$ cat src/rtl/frame_scheduler.sv
// -----------------------------------------------------------------------------
// frame_scheduler
//
// Render-domain frame sequencer sitting between the VGA timing generator and
// the render pipeline (frame_driver, render_manager, double_framebuffer).
// It synchronises the pixel-domain frame pulse, waits until the current frame
// has been fully fed and rendered, then issues one framebuffer swap followed
// by one begin_frame per displayed frame. Frames whose render overruns a
// display frame are counted as drops; a hung render is released by a
// watchdog.
//
// Parameters
//   SYNC_STAGES     synchroniser depth on frame_async (values below 2 use 2)
//   TIMEOUT_CYCLES  clk_render cycles allowed in RENDER before forced completion
//   CNT_W           width of frame_count / drop_count
//
// Ports
//   clk_render     in   render clock
//   rst_n          in   asynchronous active-low reset
//   frame_async    in   frame-start pulse from pixel domain (>= 2 clk_render high)
//   create_done    in   scene loaded (level); low forces IDLE
//   feed_done      in   one-cycle pulse: all triangles issued for this frame
//   renderer_busy  in   render_manager busy (level)
//   clear_stats    in   synchronous clear of frame_count, drop_count, timeout_flag
//   swap           out  one-cycle framebuffer swap strobe
//   begin_frame    out  one-cycle render start strobe
//   rendering      out  high while the FSM is in RENDER
//   frame_count    out  number of begin_frame strobes, wraps
//   drop_count     out  number of overrun frames, saturates at all-ones
//   timeout_flag   out  sticky watchdog indication
//   state_dbg      out  current FSM state encoding (observation only)
//
// Handshake: swap and begin_frame are fire-and-forget strobes. Each is high
// for exactly one clk_render cycle, there is no ready/back-pressure, and the
// two are never high in the same cycle. The consumer must act on the cycle
// the strobe is seen.
// -----------------------------------------------------------------------------
module frame_scheduler #(
    parameter int SYNC_STAGES    = 2,
    parameter int TIMEOUT_CYCLES = 1000000,
    parameter int CNT_W          = 16
) (
    input  logic             clk_render,
    input  logic             rst_n,
    input  logic             frame_async,
    input  logic             create_done,
    input  logic             feed_done,
    input  logic             renderer_busy,
    input  logic             clear_stats,
    output logic             swap,
    output logic             begin_frame,
    output logic             rendering,
    output logic [CNT_W-1:0] frame_count,
    output logic [CNT_W-1:0] drop_count,
    output logic             timeout_flag,
    output logic [2:0]       state_dbg
);

    // Fewer than two stages would not be a metastability-safe synchroniser.
    localparam int SYNC_N = (SYNC_STAGES < 2) ? 2 : SYNC_STAGES;
    localparam int WD_W   = (TIMEOUT_CYCLES > 1) ? $clog2(TIMEOUT_CYCLES) : 1;
    localparam logic [WD_W-1:0] WD_LAST = WD_W'(TIMEOUT_CYCLES - 1);

    typedef enum logic [2:0] {
        IDLE   = 3'd0,
        ARMED  = 3'd1,
        SWAP   = 3'd2,
        START  = 3'd3,
        RENDER = 3'd4,
        READY  = 3'd5
    } state_t;

    state_t state;
    state_t state_next;

    logic [SYNC_N-1:0] sync_q;
    logic              sync_d;
    logic              frame_edge;

    logic              done_latch;
    logic [WD_W-1:0]   wd_cnt;
    logic              wd_expired;
    logic              render_done;

    // -------------------------------------------------------------------------
    // frame_async synchroniser plus one delay flop for rising-edge detection.
    // -------------------------------------------------------------------------
    always_ff @(posedge clk_render or negedge rst_n) begin
        if (!rst_n) begin
            sync_q <= '0;
            sync_d <= 1'b0;
        end else begin
            sync_q <= {sync_q[SYNC_N-2:0], frame_async};
            sync_d <= sync_q[SYNC_N-1];
        end
    end

    assign frame_edge = sync_q[SYNC_N-1] & ~sync_d;

    // feed_done is accepted in the same cycle it arrives so a frame whose
    // renderer is already idle does not lose a cycle waiting for the latch.
    assign render_done = (done_latch | feed_done) & ~renderer_busy;
    assign wd_expired  = (wd_cnt == WD_LAST);

    // -------------------------------------------------------------------------
    // FSM state register
    // -------------------------------------------------------------------------
    always_ff @(posedge clk_render or negedge rst_n) begin
        if (!rst_n) begin
            state <= IDLE;
        end else begin
            state <= state_next;
        end
    end

    // -------------------------------------------------------------------------
    // FSM next-state decode
    // -------------------------------------------------------------------------
    always_comb begin
        state_next = state;
        unique case (state)
            IDLE: begin
                if (create_done) state_next = ARMED;
            end
            // No completed frame exists yet, so the first edge starts a
            // render directly without a swap.
            ARMED: begin
                if (frame_edge) state_next = START;
            end
            SWAP: begin
                state_next = START;
            end
            START: begin
                state_next = RENDER;
            end
            // An edge arriving here is an overrun: the display keeps the old
            // buffer and the swap waits for the next edge seen in READY.
            RENDER: begin
                if (render_done || wd_expired) state_next = READY;
            end
            READY: begin
                if (frame_edge) state_next = SWAP;
            end
            default: begin
                state_next = IDLE;
            end
        endcase
        // Losing the scene overrides everything; no pending strobe is issued
        // because strobes are decoded from state_next.
        if (!create_done) state_next = IDLE;
    end

    assign state_dbg = state;

    // -------------------------------------------------------------------------
    // Registered strobes, decoded from the next state so they are high for
    // exactly the cycle the FSM spends in SWAP / START.
    // -------------------------------------------------------------------------
    always_ff @(posedge clk_render or negedge rst_n) begin
        if (!rst_n) begin
            swap        <= 1'b0;
            begin_frame <= 1'b0;
            rendering   <= 1'b0;
        end else begin
            swap        <= (state_next == SWAP);
            begin_frame <= (state_next == START);
            rendering   <= (state_next == RENDER);
        end
    end

    // -------------------------------------------------------------------------
    // Done latch and watchdog. Both only live while rendering; every other
    // state (START included, and the forced return to IDLE) clears them.
    // -------------------------------------------------------------------------
    always_ff @(posedge clk_render or negedge rst_n) begin
        if (!rst_n) begin
            done_latch <= 1'b0;
            wd_cnt     <= '0;
        end else if (state == RENDER && create_done) begin
            if (feed_done) done_latch <= 1'b1;
            // Hold at the terminal value; the FSM leaves RENDER on that cycle.
            if (!wd_expired) wd_cnt <= wd_cnt + WD_W'(1);
        end else begin
            done_latch <= 1'b0;
            wd_cnt     <= '0;
        end
    end

    // -------------------------------------------------------------------------
    // Statistics. clear_stats takes priority over any coincident increment.
    // -------------------------------------------------------------------------
    always_ff @(posedge clk_render or negedge rst_n) begin
        if (!rst_n) begin
            frame_count  <= '0;
            drop_count   <= '0;
            timeout_flag <= 1'b0;
        end else if (clear_stats) begin
            frame_count  <= '0;
            drop_count   <= '0;
            timeout_flag <= 1'b0;
        end else begin
            if (state_next == START) begin
                frame_count <= frame_count + CNT_W'(1);
            end
            if (state == RENDER && frame_edge && drop_count != '1) begin
                drop_count <= drop_count + CNT_W'(1);
            end
            if (state == RENDER && wd_expired) begin
                timeout_flag <= 1'b1;
            end
        end
    end

endmodule
$ cat config.mk
export PLATFORM = sky130hd
export DESIGN_NAME = frame_scheduler
export DESIGN_NICKNAME = d
export VERILOG_FILES = /design/src/rtl/frame_scheduler.sv
export SDC_FILE = /design/constraint.sdc
export NUM_CORES = 1
export LEC_CHECK = 0
export BUFFER_PORTS_ARGS = -buffer_cell sky130_fd_sc_hd__buf_4
export CAP_MARGIN = 20
export CORE_MARGIN = 1.5
export CORE_UTILIZATION = 45
export DETAILED_ROUTE_END_ITERATION = 10
export GPL_TIMING_DRIVEN = 0
export PLACE_DENSITY = 0.68
export SETUP_SLACK_MARGIN = 0.02
export SYNTH_ARGS = -nofsm -noshare
export SYNTH_HDL_FRONTEND = slang
export SYNTH_SLANG_ARGS = --single-unit
$ cat constraint.sdc
create_clock -name clk_render -period 2.55 [get_ports clk_render]
set_input_delay 0.1275 -clock clk_render [delete_from_list [all_inputs] [get_ports clk_render]]
set_output_delay 0.1275 -clock clk_render [all_outputs]
set_load 0.05 [all_outputs]
After elaboration in Yosys (flattened, before gate mapping)

Cells that the tools add are included.

Add/sub/neg operators: 3
Multiply operators: 0
Order comparisons: 0
Mux-type cells: 15
Eq/ne operators: 12
Shift operators: 0
Div/mod/pow operators: 0
Bitwise gates (word level): 5
Reduce and logical (&&, ||, !) cells: 9

Operators with widths:

| cell                                                 | count |
|---|---|
| 2-to-1 mux 16 bit                                    | 4 |
| 2-to-1 mux 20 bit                                    | 2 |
| adder 16 x 1 -> 16 bit (second input constant)       | 2 |
| adder 20 x 1 -> 20 bit (second input constant)       | 1 |
| equality test 20 bit (second input constant)         | 1 |
| case mux 3 bit (6 select lines)                      | 1 |
| != test 16 bit (second input constant)               | 1 |
| equality test 3 x 2 -> 1 bit (second input constant) | 4 |
| 2-to-1 mux 3 bit                                     | 4 |
| equality test 3 bit (second input constant)          | 3 |
| nonzero test 2 bit                                   | 3 |
| logical AND 1 bit                                    | 4 |
| 2-to-1 mux 1 bit                                     | 4 |
| != test 2 bit (second input constant)                | 2 |
| equality test 3 x 1 -> 1 bit (second input constant) | 1 |
| logical NOT 3 bit                                    | 1 |
| AND 1 bit                                            | 2 |
| inverter 1 bit                                       | 2 |
| logical OR 1 bit                                     | 1 |
| bitwise OR 1 bit                                     | 1 |

Output and inout port bits: 39
Bits in latches: 0
Memories: 0
Word-level logic and storage cells: 55
Register bits after elaboration: 63
Bits in read-only memories: 0
RAM bits: 0

Longest topological paths before layout

Gate-level depths: netlist (run 1).

Depth in word-level cells: 9
Gate-level depth with buffers: 8
Gate-level depth less buffers: 7

Least setup slack after synthesis (run 1)

No wires, ideal clock.

Path kind: register -> register
From: register state[2], in the netlist state_dbg[2]
To: register frame_count[10]
Data required time: 2.472 ns
Slack: 0.071 ns
Buffers on the path: 0
Period minus slack after synthesis: 2.479 ns
Library setup time: 0.078 ns
Cell stages (with the launch flop): 7
Arrival time: 2.401 ns
Path through: dfrtp_1 -> nor3b_1 -> and2_1 -> nand3_4 -> a21o_1 -> or4_1 -> a21oi_1

Word-level cells in the longest chain between the ends: 5

RTL lines:

| element                                           | line | RTL |
|---|---|---|
| from (decl)                                       | 73   | `state_t state;` |
| from (signal assigned)                            | 112  | `state <= state_next;` |
| equality test 3 bit, or another cell as far along | 121  | `unique case (state)` |
| case mux 3 bit (6 select lines) (*)               | 121  |  |
| 2-to-1 mux 3 bit (*)                              | 150  | `if (!create_done) state_next = IDLE;` |
| equality test 3 x 2 -> 1 bit (*)                  | 202  | `if (state_next == START) begin` |
| nonzero test 2 bit (no line) (*)                  | -    |  |
| to (signal assigned)                              | 203  | `frame_count <= frame_count + CNT_W'(1);` |
| to (decl)                                         | 53   | `output logic [CNT_W-1:0] frame_count,` |

Mark *: on every way between the ends. The rest lies on a longest branch, timed or not.
A chain may end at the register's enable or synchronous reset.

Worst setup path after layout (run 1)

From: register wd_cnt[15]
To: register frame_count[10]

Word-level cells in the longest chain between the ends: 7

RTL lines:

| element                         | line | RTL |
|---|---|---|
| from (decl)                     | 81   | `logic [WD_W-1:0] wd_cnt;` |
| from (signal assigned)          | 182  | `if (!wd_expired) wd_cnt <= wd_cnt + WD_W'(1);` |
| equality test 20 bit            | 103  | `assign wd_expired = (wd_cnt == WD_LAST);` |
| logical OR 1 bit                | 139  | `if (render_done \|\| wd_expired) state_next = READY;` |
| 2-to-1 mux 3 bit                | 139  |  |
| case mux 3 bit (6 select lines) | 121  |  |
| 2-to-1 mux 3 bit                | 150  |  |
| equality test 3 x 2 -> 1 bit    | 202  |  |
| nonzero test 2 bit (no line)    | -    |  |

Every way passes these cells.

==> results of run 1 <==
==> power by group through the flow <==
stage	Sequential, mW	Combinational (mW)	Clock [mW]
global route	1.01	0.0927	0.898
finish	1.01	0.0824	0.841
floorplan	1.04	0.0235	0
CTS	1.01	0.0837	0.868
global placement	1.03	0.0797	0
detailed placement	1.03	0.0803	0
==> cell usage after synthesis, types with 2 or more instances <==
master     number  area [sq um]
dfrtp_1        63          1580
nor2_1         51           191
xnor2_1        24           210
nand2_1        19          71.3
a21oi_1        17          85.1
nand3_1        15          75.1
inv_1          13          48.8
nand4_1        13          81.3
xor2_1         12           105
and3_1          9          56.3
o21ai_0         9          45.0
nor3_1          6          30.0
clkbuf_1        5          18.8
o31ai_1         5          37.5
or3_1           5          31.3
or4_1           4          30.0
a211oi_1        3          22.5
a21boi_0        3          22.5
and2_1          3          18.8
ha_1            3          37.5
nor3b_1         3          22.5
a2111oi_0       2          17.5
a21o_1          2          15.0
mux2i_1         2          20.0
nand3b_1        2          15.0
nor4_1          2          12.5
or3_2           2          15.0
or4bb_1         2          22.5
==> worst min-delay path, delay by kind of cell <==
| kind | cells | cell delay (ps) |
|---|---|---|
| and+or+nand+nor | 2 | 120 |
| buffers and inverters | 1 | 90 |
==> cell families after synthesis <==
group / synth area share
compound gates: 0.0878
xor+xnor: 0.103
fa+ha+maj: 0.0123
buf+inv: 0.0270
flops: 0.515
mux: 0.00654
simple gates: 0.249
==> state kept, by name, indices dropped and copies added (netlist names) <==
| signal | cells |
|---|---|
| begin_frame | 1 |
| done_latch | 1 |
| drop_count | 16 |
| frame_count | 16 |
| rendering | 1 |
| state_dbg | 3 |
| swap | 1 |
| sync_d | 1 |
| sync_q | 2 |
| timeout_flag | 1 |
| wd_cnt | 20 |
==> per-stage QoR <==
stage	setup TNS, ps	utilization
2_1_floorplan	0	-
3_3_place_gp	-97.4	0.540
3_5_place_dp	-159	0.540
4_1_cts	0	0.577
5_1_grt	0	0.581
6_report	0	0.581
==> final timing paths <==
check	endpoint	slack, ps	cells after the start
setup / recovery	frame_count[10]	90	6
hold / removal	done_latch	40	3
setup reg to reg	frame_count[10]	90	6
hold reg to reg	sync_q[1]	360	0
max in group asynchronous	frame_count[2]	1600	2
min in group asynchronous	wd_cnt[11]	410	2
==> layer usage <==
metal | routed length [microns] | track usage | up-vias
li1 | - | - | 1216
met1 | 3200 | 0.268 | 1172
met2 | 2950 | 0.278 | 48
met3 | 272 | 0.0395 | 13
met4 | 148 | 0.0938 | 0
met5 | 0 | 0 | -
==> final cells by class <==
class / count / area (sq um) / area share
Inverter: 13 / 48.8 / 0.0130
Buffer: 7 / 33.8 / 0.00901
Clock buffer: 12 / 145 / 0.0387
Multi-Input combinational cell: 229 / 1420 / 0.379
Sequential cell: 63 / 1580 / 0.420
Tap cell: 77 / 96.3 / 0.0257
Timing Repair Buffer: 51 / 385 / 0.103
Clock inverter: 4 / 45.0 / 0.0120
==> placed cells by master (no fill, tap or decap), drive strengths merged, types with 13 or more instances in the layout <==
master / synthesis / final
dfrtp: 63 / 63
nor2: 51 / 51
buf: 2 / 51
xnor2: 24 / 24
nand2: 19 / 19
a21oi: 17 / 17
clkbuf: 5 / 17
nand3: 16 / 16
inv: 13 / 13
nand4: 13 / 13
==> what timing repair did <==
item	4_1_cts	5_1_grt
resized for setup	1	2
hold endpoints to repair	64	0
buffers inserted	3	1
pin swaps	2	6
endpoints found under the setup margin	8	11
hold buffers	2	0
==> impl_table.tex, run 1 <==
\begin{tabular}{lr}
\hline
Metric & Value \\
\hline
\multicolumn{2}{l}{\textbf{Status}} \\
Run status & finished with violations \\
Violations in the final reports & DRC \\
\multicolumn{2}{l}{\textbf{Detailed routing}} \\
Residual DRC count & 3 \\
Count of antenna-violating nets left after detailed routing & 0 \\
Routed len/inst & 14.4 microns \\
DRT Wirelength & 6.58 mm \\
Vias per cell & 5.37 \\
1st-pass router iterations & 7 \\
Detailed-route via count & 2449 \\
Drt first-iter violations & 122 \\
\multicolumn{2}{l}{\textbf{Timing}} \\
Final critical-path share of the clock period & 0.963 \\
Highest Clock Rate & 407 MHz \\
RSZ-0062 raised after global routing & no \\
Slew @ Worst Pin & 813 ps \\
Count of endpoints failing hold in the final timing report & 0 \\
Final Setup Violations & 0 \\
Crit path time final & 2460 ps \\
Worst setup slack after layout & 93.7 ps \\
Number of max-slew violations in the final report & 0 \\
Slew margin rel. & 0.453 \\
WHS & 35.7 ps \\
Skew final & 7.87 ps \\
\multicolumn{2}{l}{\textbf{Critical path}} \\
Worst endpoint data arrival time & 2720 ps \\
Req. time, crit path & 2810 ps \\
Startpoint of the most critical register-to-register path & wd\_cnt[15] \\
Sort of element at the end of the critical path & flip-flop \\
WS Path Type & reg2reg \\
Delay-heaviest family, CP & simple AND/OR/NAND/NOR gates \\
Slowest Stage Delay on Critical Path & 560 ps \\
Slowest cell on crit path & or4\_4 \\
Kind of launch point of the worst setup path & flip-flop \\
Largest fanout of any net on the critical path & 7 \\
Origin of the worst setup path & wd\_cnt[15] \\
Sum of buffers and inverters on the critical path & 0 \\
Cell Chain, Critical Path & or4\_4 -> nor4\_4 -> nand3\_4 -> a21o\_4 -> or4\_1 -> a21oi\_1 \\
\multicolumn{2}{l}{\textbf{Yosys}} \\
Number of distinct library cell variants in the gate-level netlist after synthesis & 41 \\
Number of enable-type register cells in the synthesized netlist & 0 \\
Share of synthesized area occupied by flip-flops and latches & 0.515 \\
Proportion of register bits with asynchronous set or reset after synthesis & 1.00 \\
Syn Area/Cell & 9.82 sq um \\
Post-Syn Area & 3060 sq um \\
Cell count after synthesis & 312 \\
Synthesized Nets & 322 \\
Count of state elements after synthesis & 63 \\
Top FF cell, synth & dfrtp\_1 \\
Total of warnings raised by yosys & 0 \\
\multicolumn{2}{l}{\textbf{Power}} \\
Fraction of power consumed by the clock network & 0.434 \\
Leakage Power & 1.61 nW \\
Overall power & 1.94 mW \\
Power density normalized to cell area & 516 nW/um\^{}2 \\
Combinational cell fraction of total power & 0.043 \\
Psw & 0.435 mW \\
Switch share & 0.224 \\
Peak supply drop & 0.000332 V \\
Design internal power & 1.50 mW \\
Power share of the sequential group & 0.523 \\
\multicolumn{2}{l}{\textbf{Hold path}} \\
Source of the worst hold timing path & feed\_done \\
Kind of path behind the tightest hold check & in2reg \\
\multicolumn{2}{l}{\textbf{CTS}} \\
CTS H-tree lvls & 3 \\
Clk\_lat worst skew & 340 ps \\
Cts bufs inserted & 9 \\
Clock tree sinks & 63 \\
TritonCTS clock tree & built \\
Maximum buffer depth of the clock tree & 2 \\
Clock-pin slew reported for the worst setup and hold paths after clock tree synthesis & 70 ps \\
Root buf cell & clkbuf\_8 \\
\multicolumn{2}{l}{\textbf{Cells and area}} \\
Post-route design area & 3750 sq um \\
Number of cells in the finished layout apart from fillers & 456 \\
Layout filler cell count & 573 \\
Diodes inserted & 0 \\
Share of post-route cells with drive strength above 1 & 0.198 \\
NumNets Final & 384 \\
Layout-stage area growth over the synthesis result & 22.5\% \\
\multicolumn{2}{l}{\textbf{GRT}} \\
Initial antenna violation count & 0 \\
Total global routing overflow & 0 \\
Via count of the first global-routing pass & 2309 \\
Wire length of the first global-routing pass & 10.9 mm \\
Global router's overall resource usage & 0.190 \\
Maximum number of pins on one net before global-route repair & 64 \\
\multicolumn{2}{l}{\textbf{Die}} \\
Top-level port count & 46 \\
Standard-cell rows & 29 \\
Full die area & 7310 sq um \\
Die Span Y & 85.5 microns \\
DIE WIDTH & 85.5 microns \\
Initial cell density of the core & 0.474 \\
Core Footprint & 6460 sq um \\
\multicolumn{2}{l}{\textbf{Place}} \\
Dpl cells & 433 \\
Port Buf Inserts & 44 \\
Weighted congestion reported at the end of routability-driven placement & 0.769 \\
Cell area reported after detailed placement & 3490 sq um \\
Final HPWL DP & 4.46 mm \\
Placement Setup Slack & -38.7 ps \\
\multicolumn{2}{l}{\textbf{Run}} \\
Max-cap violations & 0 \\
\hline
\end{tabular}
No activity file was read; power rests on OpenSTA's default activity.
==> run 2, diff against run 1 <==
clock period = 2.1 ns   (was 2.55 ns; I/O delays follow)
==> run 2 against run 1 <==
The run ends with DRC, setup timing left. Die area unchanged. Critical path depth unchanged. Worst setup slack got worse by 430 ps. Wire length increased by 7.8%. Sequential power increased by 22%. Register-to-register slack got worse by 430 ps. Clock power increased by 24%. First-iteration DRC count increased by 48%. Largest power group unchanged.
==> impl_table.tex, run 2 (same netlist as run 1, synthesis figures left out) <==
\begin{tabular}{lr}
\hline
Metric & Value \\
\hline
\multicolumn{2}{l}{\textbf{Timing}} \\
Final TNS setup & -3390 ps \\
Final Setup Violations & 17 \\
Worst setup slack after layout & -337 ps \\
RSZ-0062 raised after global routing & yes \\
Slew @ Worst Pin & 787 ps \\
Crit path time final & 2440 ps \\
Skew final & 8.00 ps \\
Slew margin rel. & 0.476 \\
Highest Clock Rate & 410 MHz \\
Final critical-path share of the clock period & 1.16 \\
Number of max-slew violations in the final report & 0 \\
Count of endpoints failing hold in the final timing report & 0 \\
WHS & 64.6 ps \\
\multicolumn{2}{l}{\textbf{Power}} \\
Fraction of power consumed by the clock network & 0.436 \\
Switch share & 0.233 \\
Power density normalized to cell area & 589 nW/um\^{}2 \\
Peak supply drop & 0.000285 V \\
Design internal power & 1.83 mW \\
Leakage Power & 1.69 nW \\
Psw & 0.556 mW \\
Power share of the sequential group & 0.515 \\
Combinational cell fraction of total power & 0.049 \\
\multicolumn{2}{l}{\textbf{Detailed routing}} \\
Routed len/inst & 15.1 microns \\
Count of antenna-violating nets left after detailed routing & 0 \\
Residual DRC count & 6 \\
Detailed-route via count & 2588 \\
Drt first-iter violations & 180 \\
1st-pass router iterations & 7 \\
Vias per cell & 5.51 \\
DRT Wirelength & 7.09 mm \\
\multicolumn{2}{l}{\textbf{GRT}} \\
Via count of the first global-routing pass & 2397 \\
Maximum number of pins on one net before global-route repair & 64 \\
Global router's overall resource usage & 0.202 \\
Total global routing overflow & 0 \\
Wire length of the first global-routing pass & 11.4 mm \\
Initial antenna violation count & 0 \\
\multicolumn{2}{l}{\textbf{Cells and area}} \\
Diodes inserted & 0 \\
Commonest cells after routing, fill and taps aside & buf\_4, dfrtp\_1, nor2\_1 \\
Layout-stage area growth over the synthesis result & 32.4\% \\
Registers with the most flip-flops & wd\_cnt: 20 flops, drop\_count: 16 flops, frame\_count: 16 flops \\
Post-route design area & 4050 sq um \\
Flip-flop count of the largest register, all copies and words added & 20 \\
Number of cells in the finished layout apart from fillers & 470 \\
Share of post-route cells with drive strength above 1 & 0.310 \\
NumNets Final & 398 \\
Commonest non-fill, non-tap cell in the layout & buf\_4 \\
Largest register by flop count & wd\_cnt \\
End-of-flow core utilization & 0.628 \\
\multicolumn{2}{l}{\textbf{CTS}} \\
Cts bufs inserted & 9 \\
Clock tree sinks & 63 \\
Clock-pin slew reported for the worst setup and hold paths after clock tree synthesis & 70 ps \\
Maximum buffer depth of the clock tree & 2 \\
Clk\_lat worst skew & 340 ps \\
Root buf cell & clkbuf\_8 \\
CTS H-tree lvls & 3 \\
TritonCTS clock tree & built \\
\multicolumn{2}{l}{\textbf{Place}} \\
Cell area reported after detailed placement & 3510 sq um \\
Final HPWL DP & 4.47 mm \\
Port Buf Inserts & 44 \\
Dpl cells & 433 \\
Weighted congestion reported at the end of routability-driven placement & 0.795 \\
\multicolumn{2}{l}{\textbf{Critical path}} \\
Largest fanout of any net on the critical path & 7 \\
Sort of element at the end of the critical path & flip-flop \\
Worst endpoint data arrival time & 2700 ps \\
Kind of launch point of the worst setup path & flip-flop \\
WS Path Type & reg2reg \\
Req. time, crit path & 2360 ps \\
\multicolumn{2}{l}{\textbf{Hold path}} \\
Kind of path behind the tightest hold check & in2reg \\
\multicolumn{2}{l}{\textbf{Die}} \\
Core Footprint & 6460 sq um \\
Initial cell density of the core & 0.474 \\
Standard-cell rows & 29 \\
DIE WIDTH & 85.5 microns \\
Top-level port count & 46 \\
Full die area & 7310 sq um \\
Die Span Y & 85.5 microns \\
\multicolumn{2}{l}{\textbf{Run}} \\
Max-cap violations & 0 \\
\multicolumn{2}{l}{\textbf{Status}} \\
Run status & finished with violations \\
Violations in the final reports & DRC, setup timing \\
\hline
\end{tabular}
## run 2: cell types whose count changed in the layout (fill, tap and decap cells not counted), moves of 3 or more
cell	before	now
dfrtp_1	63	55
o31ai_1	5	0
a21oi_1	16	12
a211oi_2	0	3
a211oi_1	3	0
dfrtp_2	0	8
buf_4	48	63
o31ai_2	0	3
a21oi_2	1	4
## run 2: critical path, cell delays in order, from the launching register on
cell,delay [ps]
dfrtp_1,400
or4bb_4,560
nor4_4,360
nand3_4,140
a21o_4,260
or4_4,500
a21oi_2,140
## run 2: power by group through the flow
stage | Clock, mW | Sequential (mW) | Combinational [mW]
after floorplan | 0 | 1.27 | 0.0290
after global placement | 0 | 1.25 | 0.0971
after detailed placement | 0 | 1.25 | 0.0965
after CTS | 1.06 | 1.23 | 0.110
after global routing | 1.12 | 1.23 | 0.130
final | 1.04 | 1.23 | 0.118
## run 2: final cells by class
class | count | area (sq um)
Tap cell | 77 | 96.3
Inverter | 13 | 51.3
Buffer | 6 | 30.0
Clock buffer | 12 | 145
Sequential cell | 63 | 1590
Fill cell | 540 | 2400
Timing Repair Buffer | 66 | 503
Multi-Input combinational cell | 229 | 1600
Clock inverter | 4 | 45.0
## run 2: per-layer routing
metal | up-vias | wire length [microns] | global-route usage
met3 | 9 | 268 | 0.0385
met4 | 0 | 129 | 0.0953
met1 | 1286 | 3260 | 0.271
met2 | 52 | 3430 | 0.317
met5 | - | 0 | 0
li1 | 1241 | - | -
## run 2: timing repair
item,CTS,global route
hold buffers,3,0
hold endpoints to repair,65,0
pin swaps,13,16
resized for setup,20,22
endpoints found under the setup margin,27,32
cloned,0,0
buffers inserted,11,8
## run 2: worst paths after layout
path,start,slack [ps],endpoint,cells past startpoint
hold reg to reg,sync_q[0],370,sync_q[1],0
max in group asynchronous,rst_n,1140,state_dbg[0],2
hold / removal,create_done,60,state_dbg[2],2
setup reg to reg,wd_cnt[11],-340,frame_count[6],6
setup / recovery,wd_cnt[11],-340,frame_count[6],6
min in group asynchronous,rst_n,390,drop_count[7],2
## run 2: per-stage QoR
stage          total power [mW]  setup slack (ps)
4_1_cts                    2.40              -289
6_report                   2.39              -337
3_3_place_gp               1.35              -418
5_1_grt                    2.48              -375
3_5_place_dp               1.35              -467
2_1_floorplan              1.30              -237
